[src/rtl/spi_slave.sv]
// spi_slave: SPI slave, all four CPOL/CPHA modes, configurable word length, back-to-back frames
//   clk_i, rst_ni        system clock, asynchronous active-low reset
//   cpol_i, cpha_i       SPI mode, latched at the start of each frame
//   din_i, load_i        transmit word and its one-cycle write strobe
//   dout_o, rx_valid_o   last received word and its one-cycle tick
//   busy_o               high while a frame is selected
//   sclk_i, ss_ni        SPI clock and active-low select, asynchronous to clk_i
//   mosi_i               serial data in
//   miso_o, miso_oe_o    serial data out (MSB first) and its tristate enable
module spi_slave #(
   parameter int WordLength = 24
) (
   input  logic                  clk_i,
   input  logic                  rst_ni,
   input  logic                  cpol_i,
   input  logic                  cpha_i,
   input  logic [WordLength-1:0] din_i,
   input  logic                  load_i,
   output logic [WordLength-1:0] dout_o,
   output logic                  rx_valid_o,
   output logic                  busy_o,
   input  logic                  sclk_i,
   input  logic                  ss_ni,
   input  logic                  mosi_i,
   output logic                  miso_o,
   output logic                  miso_oe_o
);
   localparam int CW = $clog2(WordLength);

   typedef enum logic {IDLE, ACTIVE} state_t;
   state_t state_q, state_d;

   logic ss_meta, ss_sync, ss_d;
   logic sclk_meta, sclk_sync, sclk_d;
   logic mosi_meta, mosi_sync;
   logic up, armed, cpol_q, cpha_q;
   logic [CW-1:0] bit_cnt;
   logic [WordLength-1:0] tx_buf, tx_sr, rx_next;
   logic [WordLength-2:0] rx_sr;
   logic ss_fall, ss_rise, sclk_edge, leading, trailing, sample, shift, start, stop, last;

   // A falling select only counts once the select has been seen high after
   // reset, so a select already low at release does not open a frame.
   assign ss_fall   = armed & ss_d & ~ss_sync;
   assign ss_rise   = ~ss_d & ss_sync;
   assign sclk_edge = sclk_sync ^ sclk_d;
   assign leading   = sclk_edge & (sclk_sync ^ cpol_q);
   assign trailing  = sclk_edge & ~(sclk_sync ^ cpol_q);
   assign sample    = busy_o & (cpha_q ? trailing : leading);
   assign shift     = busy_o & (cpha_q ? leading : trailing);
   assign start     = ~busy_o & ss_fall;
   assign stop      = busy_o & ss_rise;
   assign last      = bit_cnt == CW'(WordLength - 1);
   assign rx_next   = {rx_sr, mosi_sync};

   assign busy_o    = state_q == ACTIVE;
   assign miso_oe_o = busy_o;
   assign miso_o    = busy_o & tx_sr[WordLength-1];

   always_comb begin
      state_d = start ? ACTIVE : stop ? IDLE : state_q;
   end

   always_ff @(posedge clk_i or negedge rst_ni) begin
      if (!rst_ni) state_q <= IDLE;
      else         state_q <= state_d;
   end

   always_ff @(posedge clk_i or negedge rst_ni) begin
      if (!rst_ni) begin
         ss_meta    <= 1'b1;
         ss_sync    <= 1'b1;
         ss_d       <= 1'b1;
         sclk_meta  <= 1'b0;
         sclk_sync  <= 1'b0;
         sclk_d     <= 1'b0;
         mosi_meta  <= 1'b0;
         mosi_sync  <= 1'b0;
         up         <= 1'b0;
         armed      <= 1'b0;
         cpol_q     <= 1'b0;
         cpha_q     <= 1'b0;
         bit_cnt    <= '0;
         tx_buf     <= '0;
         tx_sr      <= '0;
         rx_sr      <= '0;
         dout_o     <= '0;
         rx_valid_o <= 1'b0;
      end else begin
         ss_meta    <= ss_ni;
         ss_sync    <= ss_meta;
         ss_d       <= ss_sync;
         sclk_meta  <= sclk_i;
         sclk_sync  <= sclk_meta;
         sclk_d     <= sclk_sync;
         mosi_meta  <= mosi_i;
         mosi_sync  <= mosi_meta;
         // ss_meta carries a real pin sample only from the second cycle on
         up         <= 1'b1;
         armed      <= armed | (up & ss_meta);
         rx_valid_o <= 1'b0;
         if (load_i) tx_buf <= din_i;
         if (start) begin
            cpol_q  <= cpol_i;
            cpha_q  <= cpha_i;
            bit_cnt <= '0;
            tx_sr   <= tx_buf;
         end else if (stop) begin
            bit_cnt <= '0;
         end else begin
            if (sample) begin
               rx_sr   <= rx_next[WordLength-2:0];
               bit_cnt <= last ? '0 : bit_cnt + 1'b1;
               if (last) begin
                  dout_o     <= rx_next;
                  rx_valid_o <= 1'b1;
               end
            end
            if (shift) tx_sr <= (bit_cnt == '0) ? tx_buf : {tx_sr[WordLength-2:0], 1'b0};
         end
      end
   end
endmodule

[config.mk]
export PLATFORM = sky130hd
export DESIGN_NAME = spi_slave
export DESIGN_NICKNAME = d
export VERILOG_FILES = /design/src/rtl/spi_slave.sv
export SDC_FILE = /design/constraint.sdc
export NUM_CORES = 1
export LEC_CHECK = 0
export CORE_ASPECT_RATIO = 1.75
export CORE_UTILIZATION = 56
export DETAILED_ROUTE_END_ITERATION = 8
export PLACE_DENSITY = 0.81
export SLEW_MARGIN = 20
export SYNTH_ARGS = -nofsm -noshare
export SYNTH_HDL_FRONTEND = slang
export SYNTH_SLANG_ARGS = --single-unit
export TNS_END_PERCENT = 20
[constraint.sdc]
create_clock -name clk_i -period 4.6 [get_ports clk_i]
set_input_delay 0.69 -clock clk_i [delete_from_list [all_inputs] [get_ports clk_i]]
set_output_delay 0.69 -clock clk_i [all_outputs]
set_load 0.02 [all_outputs]
Word level (Yosys, flattened, before mapping)
Index checks and enable logic that the tools add are counted.
- register bits after elaboration: 114
- input bits: 32
- output and inout port bits: 28
- logic and storage cells: 65
- add/sub/neg operators: 1
- equality and inequality tests: 2
- multiplexer cells: 16
- bitwise operators: 20
- reduce and logical (&&, ||, !) cells: 7
- operators by type and width (operator ; number):
    $mux W24 ; 4
    $mux W5 ; 4
    $and A1 B1 Y1 ; 11
    $mux W1 ; 8
    $not A1 Y1 ; 6
    $add A5 B1 Y5 const B ; 1
    $eq A5 B5 Y1 const B ; 1
    $logic_not A5 Y1 ; 1
    $reduce_and A4 Y1 ; 1
    $reduce_bool A2 Y1 ; 2
    $reduce_and A3 Y1 ; 1
    $reduce_bool A3 Y1 ; 1
    $ne A2 B2 Y1 const B ; 1
    $reduce_and A2 Y1 ; 1
    $xor A1 B1 Y1 ; 2
    $or A1 B1 Y1 ; 1

Logic depth before layout (Yosys ltp)
Gate-level depths: netlist (run 1).
- depth after elaboration: 8
- mapped depth: 8
- mapped depth without buffers: 6

Worst setup path after synthesis (run 1)
No wires, ideal clock.
- path kind: reg-to-reg
- from: register cpol_q
- to: register dout_o[10]
- setup time: 125 ps
- arrival: 2113 ps
- data required time: 4475 ps
- slack: 2362 ps
- cell stages (with the launch flop): 7
- buffers on the path: 2
- period minus slack after synthesis: 2238 ps
- cells stage by stage: dfrtp_1 -> xor2_1 -> mux2_4 -> or4_4 -> buf_6 -> buf_12 -> mux2_4
- word-level cells in the longest chain between the ends: 6
- elaborated cells on any way between the ends: 7
- classes of those cells: mux: 1; bitwise: 5; reduce/logical: 1
- ends and longest elaborated chain (what ; line ; source):
    start, declared ; 36 ; logic up, armed, cpol_q, cpha_q;
    start signal, assigned ; 104 ; cpol_q <= cpol_i;
    $xor A1 B1 Y1 (*) ; 47, 48 ;
    $not A1 Y1 ; 48 ; assign trailing = sclk_edge & ~(sclk_sync ^ cpol_q);
    $and A1 B1 Y1 ; 48 ;
    $mux W1 (*) ; 49 ; assign sample = busy_o & (cpha_q ? trailing : leading);
    $and A1 B1 Y1 (*) ; 49 ;
    $reduce_and A4 Y1 (no source line) (*) ; n/a ;
    end signal, assigned ; 115 ; dout_o <= rx_next;
    end, declared ; 19 ; output logic [WordLength-1:0] dout_o,
Mark *: on every way between the ends. The rest lies on a longest branch, timed or not.
A chain may end at the register's enable or synchronous reset.

Worst setup path after layout (run 1)
- from: register ss_d
- to: register rx_sr[8]
- word-level cells in the longest chain between the ends: 5
- elaborated cells on any way between the ends: 9
- classes of those cells: bitwise: 8; reduce/logical: 1
- ends and longest elaborated chain (what ; line ; source):
    start, declared ; 33 ; logic ss_meta, ss_sync, ss_d;
    start signal, assigned ; 92 ; ss_d <= ss_sync;
    $and A1 B1 Y1 or $not A1 Y1 (tied branches) ; 44, 45 ;
    $and A1 B1 Y1 (on tied branches) ; 44, 45 ;
    $and A1 B1 Y1 (on tied branches) ; 51, 52 ;
    $not A1 Y1 (no source line) ; n/a ;
    $reduce_and A3 Y1 (no source line) (*) ; n/a ;
    end signal, assigned ; 112 ; rx_sr <= rx_next[WordLength-2:0];
    end, declared ; 39 ; logic [WordLength-2:0] rx_sr;
Marks and branches as above.

==> flow_summary.json, run 1 <==
{
  "status": "finished clean",
  "setup_violations": 0,
  "met1_usage": 0.2041,
  "hold_viol": 0,
  "coreArea_um2": 8258,
  "min_period_ns": 2.896,
  "ant_nets": 0,
  "grt_antenna_before_repair": 0,
  "mostFrequentLayoutCells": "111 x dfrtp_1, 101 x mux2_2, 57 x clkdlybuf4s50_1",
  "post-cts-setup-buffer-count": 0,
  "final_nets": 398,
  "numPortBuffers": 59,
  "die_h_um": 123.6,
  "viasPerCell": 5.520,
  "met2_usage": 0.3208,
  "clk_latency_ns": 0.41,
  "fin_ws_ns": 1.704,
  "cts_root_buf": "clkbuf_16",
  "async_flop_share": 1.000,
  "area_growth_pct": 24.43,
  "rr_startpoint": "ss_d$_DFF_PN1_",
  "htree_levels": 4,
  "p_leak_nw": 2.710,
  "relSlewSlack": 0.3130,
  "num_antenna_cells": 0,
  "cts_tree": "yes",
  "vias": 2589,
  "worst_slew_pin_slew_ns": 1.028,
  "yosysSeqAreaShare": 0.6035,
  "syn_inst": 300,
  "cts_hold_buf": 0,
  "place_congestion": 0.7660,
  "synth_seq_cells": 114,
  "cap_viol_max_count": 0,
  "wl_per_cell_um": 15.37,
  "critPathKind": "flop to flop",
  "synth_edf_count": 0,
  "clock_skew_ns": 0.009812,
  "cp-start-kind": "flop",
  "grt_use_met3": 0.08091,
  "slew_violations": 0,
  "grt_pass1_wl_um": 12360,
  "clkTransAtPathRegs_ns": 0.05,
  "wirelength_um": 7209,
  "yosysWarnings": 0,
  "vdd_ir_drop_max_mv": 0.3612,
  "max_freq_mhz": 345.3,
  "dieArea_um2": 8838,
  "place_inst": 437,
  "drive_gt1_frac": 0.4191,
  "cp-startpoint": "ss_d$_DFF_PN1_",
  "hold_class": "input pin to async pin",
  "drt_pass1_iterations": 4,
  "cts_buffers": 17,
  "io_pins": 60,
  "timing.final.crit_share": 0.6296,
  "powerDensity_nw_per_um2": 514.6,
  "crit_required_ns": 4.88,
  "regToRegSetupSlack_ns": 1.70,
  "initialDrtViolationCount": 107,
  "drcViolationCount": 0,
  "cp-end-kind": "flop",
  "grt_start_max_net_pins": 84,
  "syn_area_um2": 4733,
  "grt_usage": 0.1899,
  "critical_path.max_fanout": 23,
  "layout.cells.non_filler": 469,
  "busiest_layer": "met2",
  "ctsResizeCount": 0,
  "ys_types": 37,
  "synth_ff_type": "dfrtp_1",
  "syn_area_per_cell_um2": 15.78,
  "grt_overflow": 0,
  "final_common_cell": "dfrtp_1",
  "start_util": 0.5732,
  "post-place-ws_ns": 1.696,
  "cts_buffer_depth": 2,
  "final.setup.tns_ns": 0,
  "die-width_um": 71.50,
  "fillers": 559,
  "synth_fp_nets": 334,
  "total_power_mw": 3.031,
  "rows": 44,
  "grt_pass1_vias": 2716,
  "rsz0062_at_grt": "no",
  "cp.arrival_ns": 3.18,
  "dp_hpwl_um": 4819,
  "cts.sink_count": 114
}
==> sequential cells by signal, indices dropped and copies added, names as in the netlist, 5 cells and up <==
signal	count
dout_o	24
tx_buf	24
tx_sr	24
rx_sr	23
bit_cnt	5
==> worst paths after layout <==
path	cells past startpoint	to
setup / recovery	4	rx_sr[8]$_DFFE_PN0P_
hold / removal	1	dout_o[19]$_DFFE_PN0P_
setup reg to reg	4	rx_sr[8]$_DFFE_PN0P_
hold reg to reg	0	mosi_sync$_DFF_PN0_
max in group asynchronous	2	ss_d$_DFF_PN1_
min in group clk_i	0	mosi_sync$_DFF_PN0_
==> critical path, cell delays in order (launching register included) <==
cell,delay [ns]
dfstp_2,0.53
nor4bb_1,0.83
nor2_1,0.21
nand3_1,0.76
mux2_2,0.42
==> final cells by class <==
class / count / area [um^2] / area share
flip-flops and latches: 114 / 2856 / 0.4850
clock inverters: 5 / 50.05 / 0.008498
multi-input cells: 165 / 1744 / 0.2962
inverters: 5 / 18.77 / 0.003187
repair buffers: 61 / 601.8 / 0.1022
well taps: 92 / 115.1 / 0.01955
clock buffers: 27 / 503.0 / 0.08540
==> cell families after synthesis <==
group	Yosys count	share of synthesized area
other	1	0.0007923
flip-flops	114	0.6035
multiplexers	124	0.3101
AND/OR/NAND/NOR	25	0.03437
XOR/XNOR	1	0.001851
AO/OA/AOI/OAI	12	0.01560
buffers and inverters	21	0.02855
adder cells (fa/ha/maj)	2	0.005286
==> per-stage QoR <==
stage | hold WS [ns] | utilization | cell area (um^2)
2_1_floorplan | 0.3312 | - | 4733
3_3_place_gp | 0.3329 | 0.6464 | 5338
3_5_place_dp | 0.3435 | 0.6464 | 5338
4_1_cts | 0.3542 | 0.7133 | 5891
5_1_grt | 0.3608 | 0.7132 | 5889
6_report | 0.3165 | 0.7132 | 5889
==> synth_stat cells, types with 3 or more instances <==
master | number | area [um^2]
dfstp_2 | 3 | 78.83
dfrtp_1 | 111 | 2778
inv_1 | 5 | 18.77
o21ai_0 | 3 | 15.01
mux2_2 | 101 | 1137
mux2i_1 | 3 | 30.03
mux2_4 | 20 | 300.3
a21oi_1 | 4 | 20.02
buf_2 | 4 | 20.02
clkbuf_1 | 7 | 26.28
nor2_1 | 3 | 11.26
==> where the power goes <==
part           leakage [nW]  switching, mW  internal [mW]
Sequential             1.44          0.103           1.19
Clock                 0.275          0.401          0.794
Combinational         0.994          0.209          0.334
Total                  2.71          0.713           2.32
==> routing by layer <==
| metal | share of wire | wire, um |
|---|---|---|
| met1 | 0.40 | 2906 |
| met2 | 0.53 | 3810 |
| met3 | 0.046 | 331 |
| met4 | 0.022 | 161 |
| met5 | 0 | 0 |
No activity file was read; power rests on OpenSTA's default activity.
==> run 2, diff against run 1 <==
CORE_UTILIZATION = 50   (was 56)
PLACE_DENSITY = 0.76   (was 0.81)
clock period = 2.35 ns   (was 4.6 ns; I/O delays follow)
==> run 2 against run 1 <==
The run now ends with hold timing left. Maximum frequency up 30%. Power up 94%. Sequential share of layout area decreased by 0.73 points. Die area is 12% higher. Final area grew 1.5%. Via count rose by 1.2%. Clock power is 86% higher. Highest routed layer unchanged. Critical path depth did not move. Utilization decreased by 6.0 points. First-iteration DRC count is 34% lower. Wire length rose by 6.8%. Critical path type unchanged.
==> flow_summary.json, run 2 (synthesis gave the netlist of run 1 again) <==
{
  "max_freq_mhz": 447.3,
  "p_leak_nw": 2.747,
  "final_area_um2": 5979,
  "place_inst": 475,
  "dp_hpwl_um": 5185,
  "final_common_cell": "dfrtp_1",
  "cp-startpoint": "cpol_q$_DFFE_PN0P_",
  "cts.sink_count": 114,
  "r2r_end": "dout_o[4]$_DFFE_PN0P_",
  "numPortBuffers": 59,
  "worst_slew_pin_slew_ns": 0.6698,
  "viasPerCell": 5.168,
  "layout.cells.non_filler": 507,
  "grt_start_max_net_pins": 58,
  "num_antenna_cells": 0,
  "placed_area_um2": 5460,
  "powerDensity_nw_per_um2": 983.0,
  "cp.arrival_ns": 2.52,
  "cp-start-kind": "flop",
  "final.setup.tns_ns": 0,
  "crit_required_ns": 2.64,
  "grt_pass1_wl_um": 12850,
  "grt_pass1_vias": 2809,
  "cts_buffer_depth": 2,
  "switching_share": 0.2431,
  "place_congestion": 0.7481,
  "post-cts-setup-buffer-count": 0,
  "ctsResizeCount": 0,
  "hold_viol": 14,
  "wl_per_cell_um": 15.19,
  "cap_viol_max_count": 0,
  "vdd_ir_drop_max_mv": 0.6631,
  "power.internal_mw": 4.449,
  "violations": "hold timing",
  "timing.final.crit_share": 0.9514,
  "hold_slack_ns": -0.01508,
  "grt_antenna_before_repair": 0,
  "crit_path_end": "dout_o[4]$_DFFE_PN0P_",
  "grt_overflow": 0,
  "post-place-ws_ns": 0.1272,
  "rows": 46,
  "regToRegSetupSlack_ns": 0.11,
  "final_nets": 408,
  "p_clk_frac": 0.376,
  "slew_violations": 0,
  "power_switching_mw": 1.429,
  "p_seq_frac": 0.431,
  "clkTransAtPathRegs_ns": 0.05,
  "grt_usage": 0.1794,
  "clk_latency_ns": 0.40,
  "setup_violations": 0,
  "status": "finished with violations",
  "mostFrequentLayoutCells": "111 x dfrtp_1, 101 x mux2_2, 58 x clkdlybuf4s50_1",
  "area_growth_pct": 26.33,
  "wirelength_um": 7699,
  "critical_path.max_fanout": 25,
  "ff2ff_path_depth": 4,
  "htree_levels": 4,
  "pwr-share-comb": 0.193,
  "ant_nets": 0,
  "cts_tree": "yes",
  "hold_class": "input pin to async pin",
  "start_util": 0.5172,
  "rr_startpoint": "cpol_q$_DFFE_PN0P_",
  "clock_skew_ns": 0.004530,
  "drcViolationCount": 0,
  "coreArea_um2": 9151,
  "reg.largest.list": "dout_o x24, tx_buf x24, tx_sr x24",
  "cp-end-kind": "flop",
  "critPathKind": "flop to flop",
  "drive_gt1_frac": 0.4315,
  "fillers": 653,
  "relSlewSlack": 0.5535,
  "cts_hold_buf": 0,
  "rsz0062_at_grt": "no",
  "die_h_um": 130.7,
  "vias": 2620,
  "cts_root_buf": "clkbuf_16",
  "io_pins": 60,
  "dieArea_um2": 9875,
  "drt_pass1_iterations": 4,
  "initialDrtViolationCount": 71,
  "cts_buffers": 17,
  "fin_ws_ns": 0.1141,
  "die-width_um": 75.55,
  "min_period_ns": 2.236
}
run 2: worst min-delay path by stage:
| stage | startpoint | to | slack (ns) |
|---|---|---|---|
| 2_1_floorplan | rst_ni | armed$_DFF_PN0_ | 0.06 |
| 3_3_place_gp | mosi_meta$_DFF_PN0_ | mosi_sync$_DFF_PN0_ | 0.34 |
| 3_5_place_dp | mosi_meta$_DFF_PN0_ | mosi_sync$_DFF_PN0_ | 0.34 |
| 4_1_cts | rst_ni | dout_o[18]$_DFFE_PN0P_ | 0.005 |
| 5_1_grt | rst_ni | dout_o[18]$_DFFE_PN0P_ | 0.04 |
| 6_report | rst_ni | dout_o[18]$_DFFE_PN0P_ | -0.02 |
run 2: through the flow:
step,utilization,power (mW)
global route,0.6534,6.166
detailed placement,0.5967,3.706
finish,0.6534,5.878
CTS,0.6534,5.942
floorplan,-,3.335
global placement,0.5967,3.645
run 2: final cells by class:
class	count	area, um^2	share of cell area
repair buffers	71	690.7	0.1155
clock inverters	6	30.03	0.005022
flip-flops and latches	114	2856	0.4777
clock buffers	26	489.2	0.08182
multi-input cells	165	1744	0.2917
well taps	120	150.1	0.02511
inverters	5	18.77	0.003139
run 2: worst max-delay path, stage by stage, from the launching register on:
cell and delay, ns:
dfrtp_1 0.39, xor2_1 0.25, mux2_4 0.36, or4_4 0.74, mux2_4 0.37
run 2: layer usage:
| layer | up-vias | part of all wire | global-route usage | wire [um] |
|---|---|---|---|---|
| li1 | 1214 | - | - | - |
| met1 | 1322 | 0.40 | 0.1911 | 3102 |
| met2 | 67 | 0.53 | 0.3067 | 4098 |
| met3 | 17 | 0.042 | 0.06979 | 320 |
| met4 | 0 | 0.023 | 0.08170 | 178 |
| met5 | - | 0 | 0 | 0 |
run 2: power groups by stage:
stage	combinational [mW]	sequential [mW]	clock [mW]
6_report	1.13	2.53	2.21
3_3_place_gp	1.10	2.54	0
3_5_place_dp	1.14	2.57	0
4_1_cts	1.15	2.54	2.25
2_1_floorplan	0.846	2.49	0
5_1_grt	1.24	2.58	2.34
==> run 3, diff against run 2 <==
CAP_MARGIN = 10   (was default)
SKIP_CTS_REPAIR_TIMING = 1   (was default)
==> results of run 3 <==
No change in the layout: final DEF, timing and power equal those of run 2.
